File: src/rtl/decode_pkg.sv
// rtl/decode_pkg.sv - shared types and RV32I opcode constants for decode_stage
// Contents: instr_type_e class codes, opcode constants, decoded_t buffer entry.
// decoded_t operand/imm/pc fields are MAX_W wide; the top narrows them to XLEN/PC_W.
package decode_pkg;

  localparam int MAX_W = 64;

  typedef enum logic [2:0] {
    T_R       = 3'd0,
    T_I       = 3'd1,
    T_S       = 3'd2,
    T_B       = 3'd3,
    T_U       = 3'd4,
    T_J       = 3'd5,
    T_ILLEGAL = 3'd6
  } instr_type_e;

  localparam logic [6:0] OP_OP     = 7'b0110011;
  localparam logic [6:0] OP_IMM    = 7'b0010011;
  localparam logic [6:0] OP_LOAD   = 7'b0000011;
  localparam logic [6:0] OP_JALR   = 7'b1100111;
  localparam logic [6:0] OP_SYSTEM = 7'b1110011;
  localparam logic [6:0] OP_FENCE  = 7'b0001111;
  localparam logic [6:0] OP_STORE  = 7'b0100011;
  localparam logic [6:0] OP_BRANCH = 7'b1100011;
  localparam logic [6:0] OP_LUI    = 7'b0110111;
  localparam logic [6:0] OP_AUIPC  = 7'b0010111;
  localparam logic [6:0] OP_JAL    = 7'b1101111;

  typedef struct packed {
    instr_type_e      itype;
    logic [6:0]       opcode;
    logic [2:0]       funct3;
    logic [6:0]       funct7;
    logic [4:0]       rd;
    logic [MAX_W-1:0] rs1_data;
    logic [MAX_W-1:0] rs2_data;
    logic [MAX_W-1:0] imm;
    logic [MAX_W-1:0] pc;
    logic             illegal;
  } decoded_t;

endpackage

File: src/rtl/decode_buffer.sv
// rtl/decode_buffer.sv - DEPTH-entry FIFO of decoded_t entries with flush
// Ports: clk, rst (async, active-high), flush (sync, clears pointers/count),
//        push/push_data (write tail), pop (advance head), head (entry at read
//        pointer), count (occupancy). Caller never pushes when full or pops when empty.
module decode_buffer
  import decode_pkg::*;
#(
  parameter int DEPTH = 2
) (
  input  logic                       clk,
  input  logic                       rst,
  input  logic                       flush,
  input  logic                       push,
  input  decoded_t                   push_data,
  input  logic                       pop,
  output decoded_t                   head,
  output logic [$clog2(DEPTH+1)-1:0] count
);

  localparam int PTR_W = $clog2(DEPTH);
  localparam int CNT_W = $clog2(DEPTH+1);

  decoded_t         r_mem [DEPTH];
  logic [PTR_W-1:0] r_wr_ptr;
  logic [PTR_W-1:0] r_rd_ptr;
  logic [CNT_W-1:0] r_count;

  // DEPTH is a power of two, so pointer overflow is the modulo-DEPTH wrap.
  always_ff @(posedge clk or posedge rst) begin
    if (rst) begin
      r_wr_ptr <= '0;
      r_rd_ptr <= '0;
      r_count  <= '0;
      for (int k = 0; k < DEPTH; k++) begin
        r_mem[k] <= '0;
      end
    end else if (flush) begin
      r_wr_ptr <= '0;
      r_rd_ptr <= '0;
      r_count  <= '0;
    end else begin
      if (push) begin
        r_mem[r_wr_ptr] <= push_data;
        r_wr_ptr        <= r_wr_ptr + PTR_W'(1);
      end
      if (pop) begin
        r_rd_ptr <= r_rd_ptr + PTR_W'(1);
      end
      case ({push, pop})
        2'b10:   r_count <= r_count + CNT_W'(1);
        2'b01:   r_count <= r_count - CNT_W'(1);
        default: r_count <= r_count;
      endcase
    end
  end

  assign head  = r_mem[r_rd_ptr];
  assign count = r_count;

endmodule

File: src/rtl/decode_stage.sv
// rtl/decode_stage.sv - RV32I decode stage with buffered, flushable output
// Inputs : clk, rst (async active-high), flush, in_valid, in_instruction, in_pc,
//          rs1_read_data/rs2_read_data (same-cycle regfile data), out_ready.
// Outputs: in_ready, rs1_addr/rs2_addr, out_valid, out_type, out_opcode,
//          out_funct3, out_funct7, out_rd, out_rs1_data, out_rs2_data, out_imm,
//          out_pc, out_illegal, decoded_count (pops since reset).
module decode_stage
  import decode_pkg::*;
#(
  parameter int XLEN  = 32,
  parameter int DEPTH = 2,
  parameter int PC_W  = 32
) (
  input  logic            clk,
  input  logic            rst,
  input  logic            flush,
  input  logic            in_valid,
  output logic            in_ready,
  input  logic [31:0]     in_instruction,
  input  logic [PC_W-1:0] in_pc,
  output logic [4:0]      rs1_addr,
  output logic [4:0]      rs2_addr,
  input  logic [XLEN-1:0] rs1_read_data,
  input  logic [XLEN-1:0] rs2_read_data,
  output logic            out_valid,
  input  logic            out_ready,
  output logic [2:0]      out_type,
  output logic [6:0]      out_opcode,
  output logic [2:0]      out_funct3,
  output logic [6:0]      out_funct7,
  output logic [4:0]      out_rd,
  output logic [XLEN-1:0] out_rs1_data,
  output logic [XLEN-1:0] out_rs2_data,
  output logic [XLEN-1:0] out_imm,
  output logic [PC_W-1:0] out_pc,
  output logic            out_illegal,
  output logic [31:0]     decoded_count
);

  localparam int CNT_W = $clog2(DEPTH+1);

  logic [6:0]       w_opcode;
  logic             w_sign;
  instr_type_e      w_type;
  logic [MAX_W-1:0] w_imm;
  decoded_t         w_entry;
  decoded_t         w_head;
  logic [CNT_W-1:0] w_count;
  logic             w_push;
  logic             w_pop;
  logic [31:0]      r_decoded_count;

  assign w_opcode = in_instruction[6:0];
  assign w_sign   = in_instruction[31];
  assign rs1_addr = in_instruction[19:15];
  assign rs2_addr = in_instruction[24:20];

  always_comb begin
    w_type = T_ILLEGAL;
    if (in_instruction[1:0] == 2'b11) begin
      case (w_opcode)
        OP_OP:                                        w_type = T_R;
        OP_IMM, OP_LOAD, OP_JALR, OP_SYSTEM, OP_FENCE: w_type = T_I;
        OP_STORE:                                     w_type = T_S;
        OP_BRANCH:                                    w_type = T_B;
        OP_LUI, OP_AUIPC:                             w_type = T_U;
        OP_JAL:                                       w_type = T_J;
        default:                                      w_type = T_ILLEGAL;
      endcase
    end
  end

  // Immediates are built at full MAX_W sign extension; narrowing to XLEN later
  // keeps the correct sign extension for either datapath width.
  always_comb begin
    w_imm = '0;
    case (w_type)
      T_I: w_imm = {{(MAX_W-12){w_sign}}, in_instruction[31:20]};
      T_S: w_imm = {{(MAX_W-12){w_sign}}, in_instruction[31:25], in_instruction[11:7]};
      T_B: w_imm = {{(MAX_W-13){w_sign}}, in_instruction[31], in_instruction[7],
                    in_instruction[30:25], in_instruction[11:8], 1'b0};
      T_U: w_imm = {{(MAX_W-32){w_sign}}, in_instruction[31:12], 12'b0};
      T_J: w_imm = {{(MAX_W-21){w_sign}}, in_instruction[31], in_instruction[19:12],
                    in_instruction[20], in_instruction[30:21], 1'b0};
      default: w_imm = '0;
    endcase
  end

  // Operands are captured at accept; formats without a source register carry 0.
  always_comb begin
    w_entry          = '0;
    w_entry.itype    = w_type;
    w_entry.opcode   = w_opcode;
    w_entry.funct3   = in_instruction[14:12];
    w_entry.funct7   = in_instruction[31:25];
    w_entry.rd       = (w_type inside {T_S, T_B, T_ILLEGAL}) ? 5'd0 : in_instruction[11:7];
    w_entry.rs1_data = (w_type inside {T_U, T_J, T_ILLEGAL}) ? '0 : MAX_W'(rs1_read_data);
    w_entry.rs2_data = (w_type inside {T_R, T_S, T_B}) ? MAX_W'(rs2_read_data) : '0;
    w_entry.imm      = w_imm;
    w_entry.pc       = MAX_W'(in_pc);
    w_entry.illegal  = (w_type == T_ILLEGAL);
  end

  // Readiness depends only on occupancy, flush and reset, never on out_ready.
  assign in_ready  = ~rst & ~flush & (w_count < CNT_W'(DEPTH));
  assign out_valid = (w_count != '0);
  assign w_push    = in_valid & in_ready;
  assign w_pop     = out_valid & out_ready;

  decode_buffer #(
    .DEPTH(DEPTH)
  ) u_buffer (
    .clk       (clk),
    .rst       (rst),
    .flush     (flush),
    .push      (w_push),
    .push_data (w_entry),
    .pop       (w_pop),
    .head      (w_head),
    .count     (w_count)
  );

  // A pop in a flush cycle is discarded and therefore not counted.
  always_ff @(posedge clk or posedge rst) begin
    if (rst) begin
      r_decoded_count <= '0;
    end else if (w_pop && !flush) begin
      r_decoded_count <= r_decoded_count + 32'd1;
    end
  end

  assign decoded_count = r_decoded_count;
  assign out_type      = w_head.itype;
  assign out_opcode    = w_head.opcode;
  assign out_funct3    = w_head.funct3;
  assign out_funct7    = w_head.funct7;
  assign out_rd        = w_head.rd;
  assign out_rs1_data  = XLEN'(w_head.rs1_data);
  assign out_rs2_data  = XLEN'(w_head.rs2_data);
  assign out_imm       = XLEN'(w_head.imm);
  assign out_pc        = PC_W'(w_head.pc);
  assign out_illegal   = w_head.illegal;

endmodule

File: config.mk
export PLATFORM = sky130hd
export DESIGN_NAME = decode_stage
export DESIGN_NICKNAME = d
export VERILOG_FILES = /design/src/rtl/decode_pkg.sv /design/src/rtl/decode_buffer.sv /design/src/rtl/decode_stage.sv
export SDC_FILE = /design/constraint.sdc
export NUM_CORES = 1
export LEC_CHECK = 0
export CAP_MARGIN = 10
export CORE_ASPECT_RATIO = 0.9
export CORE_UTILIZATION = 30
export CTS_CLUSTER_DIAMETER = 120
export DETAILED_ROUTE_END_ITERATION = 7
export GPL_TIMING_DRIVEN = 0
export SETUP_SLACK_MARGIN = 0.05
export SYNTH_ARGS = -nofsm -noshare
export SYNTH_HDL_FRONTEND = slang
export SYNTH_SLANG_ARGS = --single-unit
File: constraint.sdc
create_clock -name clk -period 15.1 [get_ports clk]
set_input_delay 1.51 -clock clk [delete_from_list [all_inputs] [get_ports clk]]
set_output_delay 1.51 -clock clk [all_outputs]
set_load 0.02 [all_outputs]
# Word-level counts from Yosys, hierarchy flattened

Cells that the tools add are included.

Add/sub/neg operators: 5
Magnitude comparators: 4
Eq/ne operators: 20
Multiplexer cells: 18
Bitwise logic cells: 8
Reductions and logical operators: 14

Operators by type and width:

| operator                | count |
|---|---|
| $mux W282               | 4 |
| $bwmux W564             | 1 |
| $pmux W64 S5            | 1 |
| $demux W282 S1          | 1 |
| $mux W32                | 2 |
| $add A32 B1 Y32 const B | 1 |
| $eq A7 B7 Y1 const B    | 4 |
| $eq A7 B6 Y1 const B    | 3 |
| $pmux W3 S6             | 1 |
| $eq A7 B5 Y1 const B    | 2 |
| $reduce_bool A3 Y1      | 4 |
| $eq A3 B3 Y1 const B    | 3 |
| $eq A7 B2 Y1 const B    | 1 |
| $eq A7 B4 Y1 const B    | 1 |
| $eq A3 B2 Y1 const B    | 2 |
| $reduce_bool A2 Y1      | 3 |
| $mux W5                 | 1 |
| $reduce_or A5 Y1        | 1 |
| $and A1 B1 Y1           | 4 |
| $eq A2 B2 Y1 const B    | 2 |
| $ge A2 B2 Y1 const B    | 2 |
| $mux W1                 | 4 |
| $not A1 Y2              | 2 |
| $pmux W2 S2             | 1 |
| 15 further kinds        | 18 |

Register bits after elaboration: 600
Input port bits: 133
Output and inout port bits: 198

# Depth between registers and ports, before layout

Gate-level depths: netlist of run 1.

Word-level depth: 8
Gate-level depth with buffers: 8
Gate-level depth less buffers: 5

# By module

A second synthesis of run 1 with hierarchy kept.

Cell total of the unflattened synthesis: 1840
Area, all modules: 27423.8 um^2

By module, submodules not included:

| module        | instances | cells an instance | area each (um^2) | seq. area each (um^2) |
|---|---|---|---|---|
| decode_buffer | 1         | 1522              | 24751.2          | 14213.6 |
| decode_stage  | 1         | 318               | 2672.6           | 800.8 |

# Worst setup path before layout of run 1

No wires, ideal clock.

Kind: input-to-output
Start: input port flush
End: output port in_ready
Arrival time: 2.182 ns
Required time: 13.590 ns
Slack: 11.408 ns
Cell stages on the path: 2
Cell sequence: buf_2 > nor3_1

Cells in the longest elaborated chain, start to end: 3

RTL lines:

| item                       | line                | source |
|---|---|---|
| start, declared            | decode_stage.sv:16  | `input logic flush,` |
| $not A1 Y1 (no line)       | --                  |  |
| $and A1 B1 Y1 (2 in a row) | decode_stage.sv:105 | `assign in_ready = ~rst & ~flush & (w_count < CNT_W'(DEPTH));` |
| end, declared              | decode_stage.sv:18  | `output logic in_ready,` |

No other way between the ends.

# Final worst setup path of run 1

Start: register u_buffer.r_rd_ptr
End: output port out_rs1_data[7]

Cells in the longest elaborated chain, start to end: 4

RTL lines:

| item                                         | line                | source |
|---|---|---|
| start, declared                              | decode_buffer.sv:25 | `logic [PTR_W-1:0] r_rd_ptr;` |
| start signal, assigned                       | decode_buffer.sv:47 | `r_rd_ptr <= r_rd_ptr + PTR_W'(1);` |
| $not A1 Y2 (not written as such)             | decode_buffer.sv:57 | `assign head = r_mem[r_rd_ptr];` |
| $mux W282 (not written as such) (3 in a row) | decode_buffer.sv:57 |  |
| end, declared                                | decode_stage.sv:32  | `output logic [XLEN-1:0] out_rs1_data,` |

No other way between the ends. The select of a mux whose other input is x is not followed.

==> run metrics, run 1 <==
final worst slack 10.31 ns; top-area cell type share of the netlist area between 50% and 60%; CTS Root Cell clkbuf_16; depth of the most critical reg-to-reg path 8; Port-buffer cells around 330; grt ovf 0; Via-to-Cell Ratio 4.826; Worst-Margin Slew approximately 1.1 ns; final net count 2078; sequential area share after synthesis roughly 56%; DP Worst Slack 10.45 ns; Total Wirelength 50320 um; post-synthesis cell area 0.01537 mm2; setup bufs post-CTS 0; Pre-antenna DRT Iters 5; clk buf depth 3; initial cell density of the core 30.46%; placed inst area 0.01959 mm2; crit path kind reg -> out; fin. max-slew vios 0; vias in the first global route 13080; largest net degree at the start of global routing between 100 and 150; Rel. slew slack 29.32%; Clk pin slew, worst setup/hold paths 0.05 ns; initial antenna violation count 4; Final ANT Viol Nets 0; number of I/O pins around 330; Hold Crit Class reg -> reg; Residual DRC 0; Cells after Synth 1569; RSZ-0062 raised after global routing no; endpoint class of the critical path primary output; Mapped Nets 1703; PD cells 123.0 mW/mm2; synth warn 0; Finished Cell Area 0.02102 mm2; DR vias 12820; worst path required time 13.59 ns; Synth area leader dfrtp_1; top post-synthesis cells by area dfrtp_1 (56%), nand2_1 (14%), mux2_2 (12%), o21ai_0 (4.3%), clkbuf_1 (1.9%); full die area between 0.05 and 0.06 mm2; Hold Fails Final Rpt 0; skew final 0.02392 ns; dpl hpwl 35920 um; Total GRT Usage 19.26%; Worst R2R Start u_buffer.count[1]$_DFFE_PP0P_; height of the die 216.7 um; share of cells above drive strength 1 13.82%; fmax 0.2087 GHz; Max-Cap Viols 0; outcome completed; Core Area ~0.05 mm2; Clock H-tree levels 2; Post-synth ARST share 100.0%; final setup violating endpoints 0; critical path peak fanout 10; Syn Area/Cell approximately 10 um2; CP startpoint u_buffer.r_rd_ptr$_DFFE_PP0P_; most common cell in the synthesized netlist nand2_1; GP Congestion 0.8436; CTS sink cnt about 340; Area Growth Syn to Fin 36.75%; Top FF cell, synth dfrtp_1; fin crit share 31.73%; Post-synth EDFFs 0; flops & latches, synth 344; Post-CTS Hold Fix Bufs 0; final hold slack 0.4659 ns; total design power 2.586 mW; wire length of the first global-routing pass between 70000 and 80000 um; CP startpoint kind flip-flop; Peak VDD IR roughly 70 uV; Inserted Clock Buffers 42; Cell Rows 78; Hold Path Depth 2; Leak 9.279 nW; DRT iter0 DRCs between 700 and 800; crit path DAT about 3.3 ns; hold path startpoint u_buffer.r_mem[283]$_DFFE_PP0P_; average wire per standard cell 18.94 um; Yosys cell types 54; Die X 240.6 um; worst skew pair latency 0.57 ns; Resized Gates After CTS 0; synth cell count leaders nand2_1 (561), dfrtp_1 (344), mux2_2 (157); CTS tree done; min Tclk post-route 4.791 ns
path summary, 6_finish.rpt:
| kind | to | slack (ns) |
|---|---|---|
| max | out_rs1_data[7] | 10.31 |
| min | u_buffer.r_mem[283]$_DFFE_PP0P_ | 0.47 |
| max reg2reg | u_buffer.r_mem[194]$_DFFE_PP0P_ | 12.54 |
| min reg2reg | u_buffer.r_mem[283]$_DFFE_PP0P_ | 0.47 |
| max in group asynchronous | u_buffer.r_mem[476]$_DFFE_PP0P_ | 12.64 |
| min in group asynchronous | u_buffer.r_mem[374]$_DFFE_PP0P_ | 1.46 |
layer usage:
layer | wire length, um | global-route usage [%] | share of wire, % | up-vias
met4 | 1445 | 7.155 | 2.9 | 4
met5 | 27 | 0 | 0.054 | -
met3 | 3188 | 4.178 | 6.3 | 74
li1 | - | - | - | 5969
met2 | 23330 | 30.18 | 46 | 371
met1 | 22330 | 25.97 | 44 | 6404
cells in the final DEF, fill, tap and decap left out, drive strengths merged, types with 21 or more instances in the layout:
cell	count
clkdlybuf4s50	328
nor2	52
a21oi	23
a22o	22
clkbuf	137
dfrtp	344
o21ai	142
o211ai	23
nand2	561
mux2	157
xnor2	21
buf	36
per-stage QoR:
stage | utilization, % | TNS [ns] | std cells
after floorplan | - | 0 | 1569
final | 41.65 | 0 | 2657
after global routing | 41.65 | 0 | 2656
after detailed placement | 38.83 | 0 | 2580
after CTS | 41.64 | 0 | 2655
after global placement | 38.65 | -23.15 | 2577
flip-flops by register name, indices dropped and copies added (netlist names):
name / cells
u_buffer.r_wr_ptr: 1
u_buffer.count: 2
u_buffer.r_mem: 308
decoded_count: 32
u_buffer.r_rd_ptr: 1
kinds of logic after synthesis:
| kind of cell | after synthesis | share of synthesized area (%) |
|---|---|---|
| AND/OR/NAND/NOR | 679 | 17.89 |
| flip-flops | 344 | 56.01 |
| AO/OA/AOI/OAI | 240 | 9.362 |
| buffers and inverters | 114 | 3.200 |
| adder cells (fa/ha/maj) | 2 | 0.1465 |
| multiplexers | 157 | 11.50 |
| XOR/XNOR | 33 | 1.881 |
power breakdown:
part           total [mW]  internal (mW)  switching [mW]  leakage, nW
sequential           1.09           1.03          0.0587         4.58
combinational       0.471          0.222           0.249         4.00
clock                1.03          0.623           0.405        0.691
total                2.59           1.87           0.713         9.28
critical path, stage by stage, from the launching register on:
cell and delay [ns]:
dfrtp_1 0.34, clkbuf_1 0.79, clkbuf_1 0.59, mux2_2 0.41
clkdlybuf4s50_1 0.58
layout make-up:
cell class / count / area [um2]
Clock buffer: 61 / 1244
Clock inverter: 14 / 175.2
Timing Repair Buffer: 331 / 3366
Multi-Input combinational cell: 1111 / 6269
Buffer: 109 / 473.0
Antenna cell: 2 / 5.005
Sequential cell: 344 / 8608
Fill cell: 4865 / 29440
Inverter: 5 / 26.28
Tap cell: 680 / 850.8
Note: power is estimated with default switching activity, not from simulation.
==> run 2: changes to the inputs <==
Clock period 15.1 ns to 4 ns, I/O delays scaled along.
==> run metrics, run 2 (same netlist as run 1, synthesis figures left out) <==
Hold Crit Class in -> reg (was reg -> reg); crit path DAT 3.29 ns (was 3.28 ns); initial cell density of the core 30.46% (unchanged); CTS Root Cell clkbuf_16 (unchanged); Post-CTS Hold Fix Bufs 0 (unchanged); Peak VDD IR 279.4 uV (was 70.35 uV); fmax around 0.27 GHz; Core Area 0.05046 mm2 (unchanged); DP Worst Slack 0.6187 ns (was 10.45 ns); vias in the first global route 12950 (was 13080); GP Congestion 0.8332 (was 0.8436); final setup violating endpoints 0 (unchanged); critical path peak fanout 10 (unchanged); largest net degree at the start of global routing 46 (was 113); DR vias 12650 (was 12820); CP delay by family, top buffers and inverters (unchanged); final worst slack 0.3081 ns (was 10.31 ns); worst path required time 3.60 ns (was 13.59 ns); Clk pin slew, worst setup/hold paths 0.06 ns (was 0.05 ns); share of cells above drive strength 1 13.77% (was 13.82%); endpoint class of the critical path primary output (unchanged); average wire per standard cell 19.01 um (was 18.94 um); Max-Cap Viols 0 (unchanged); DRT iter0 DRCs 712 (was 757); worst skew pair latency 0.56 ns (was 0.57 ns); RSZ-0062 raised after global routing no (unchanged); Pre-antenna DRT Iters 5 (unchanged); Total GRT Usage 19.45% (was 19.26%); sequential fraction of design power 42.7% (was 42.0%); Leak 9.271 nW (was 9.279 nW); wire length of the first global-routing pass 77220 um (was 77020 um); Total Wirelength 50490 um (was 50320 um); Fill cells 4942 (was 4865); Int Pwr 6.948 mW (was 1.873 mW); final net count 2082 (was 2078); Worst-Margin Slew 1.005 ns (was 1.060 ns); skew final 0.01514 ns (was 0.02392 ns); clk buf depth 3 (unchanged); min Tclk post-route ~3.7 ns; slowest stage cell, crit path clkdlybuf4s15_1 (was clkbuf_1); Port-buffer cells 328 (unchanged); height of the die 216.7 um (unchanged); most frequent cells in the layout nand2_1 (561), dfrtp_1 (344), clkdlybuf4s50_1 (328), mux2_2 (157), o21ai_0 (132) (unchanged); CTS tree done (unchanged); crit path buf inv count 3 (unchanged); Clock H-tree levels 2 (unchanged); Area Growth Syn to Fin 36.58% (was 36.75%); worst path cell trace clkdlybuf4s15_1 -> clkbuf_1 -> mux2_2 -> clkdlybuf4s50_1 (was clkbuf_1 -> clkbuf_1 -> mux2_2 -> clkdlybuf4s50_1); max reg flops 308 (unchanged); fin crit share 92.30%; Inserted Clock Buffers 41 (was 42); Final Core Density 41.60% (was 41.65%); initial antenna violation count 2 (was 4); Resized Gates After CTS 0 (unchanged); CTS sink cnt 344 (unchanged); switching share of power 27.62% (was 27.56%); Cell Rows 78 (unchanged); full die area 0.05214 mm2 (unchanged); grt ovf 0 (unchanged); Via-to-Cell Ratio 4.762 (was 4.826); clock share of power 38.7% (was 39.8%); dpl hpwl 36410 um (was 35920 um); CP startpoint kind flip-flop (unchanged); Residual DRC 0 (unchanged); most common cell after layout, fill and taps aside nand2_1 (unchanged); Final ANT Viol Nets 0 (unchanged); Logic pwr share 18.6% (was 18.2%); fin. max-slew vios 0 (unchanged); outcome completed (unchanged); Net Switching 2.651 mW (was 0.7126 mW); number of I/O pins 331 (unchanged); crit path kind reg -> out (unchanged); PD cells 457.3 mW/mm2 (was 123.0 mW/mm2); Biggest register u_buffer.r_mem (unchanged); Rel. slew slack 32.86% (was 29.32%); Max stage delay on crit path 0.79 ns (about the same); Hold Fails Final Rpt 0 (unchanged); setup bufs post-CTS 0 (unchanged); Die X 240.6 um (unchanged)
[run 2: routing by layer]
layer / global-route usage, % / wire length (um)
met5: 0 / 17
met4: 6.603 / 1460
met3: 3.885 / 2751
met2: 30.96 / 23590
met1: 26.26 / 22670
[run 2: final timing paths]
path,from,to,slack (ns),cells after the start
max,u_buffer.r_rd_ptr$_DFFE_PP0P_,out_rs1_data[5],0.31,4
min,in_instruction[6],u_buffer.r_mem[76]$_DFFE_PP0P_,0.38,3
max reg2reg,u_buffer.count[1]$_DFFE_PP0P_,u_buffer.r_mem[4]$_DFFE_PP0P_,1.42,8
min reg2reg,u_buffer.r_mem[295]$_DFFE_PP0P_,u_buffer.r_mem[295]$_DFFE_PP0P_,0.47,2
max in group asynchronous,rst,u_buffer.r_mem[14]$_DFFE_PP0P_,2.35,5
min in group asynchronous,rst,decoded_count[2]$_DFFE_PP0P_,0.42,2
[run 2: worst reg2reg max path, delay by kind of cell (launching register included)]
family        cells  cell delay (ns)
buf+inv           4             1.76
flops             1             0.32
simple gates      4             0.43
[run 2: cell type report]
| class | instances | area [um2] | area share [%] |
|---|---|---|---|
| tap | 680 | 850.8 | 4.053 |
| buffer | 109 | 479.2 | 2.283 |
| clock inverter | 12 | 145.1 | 0.6915 |
| inverter | 5 | 22.52 | 0.1073 |
| sequential | 344 | 8608 | 41.01 |
| timing repair buffer | 336 | 3443 | 16.40 |
| multi-input combinational | 1111 | 6269 | 29.86 |
| clock buffer | 58 | 1170 | 5.573 |
| antenna | 1 | 2.502 | 0.01192 |
[run 2: power by group through the flow]
stage / Combinational (mW) / Clock [mW] / Sequential [mW]
after floorplan: 0.984 / 0 / 4.12
after global placement: 1.76 / 0 / 4.14
after detailed placement: 1.80 / 0 / 4.16
after CTS: 1.81 / 3.83 / 4.10
after global routing: 1.94 / 3.98 / 4.15
final: 1.79 / 3.71 / 4.10
[run 2: stage by stage]
| step | instances | total power, mW | TNS [ns] | hold slack (ns) | area, um2 |
|---|---|---|---|---|---|
| after CTS | 2655 | 9.747 | 0 | 0.3415 | 20980 |
| after global placement | 2577 | 5.896 | -1130.39 | 0.4526 | 19510 |
| after floorplan | 1569 | 5.103 | -344.86 | 0.4401 | 15370 |
| after detailed placement | 2585 | 5.958 | 0 | 0.4584 | 19670 |
| final | 2656 | 9.600 | 0 | 0.3844 | 20990 |
| after global routing | 2656 | 10.07 | 0 | 0.3869 | 20990 |
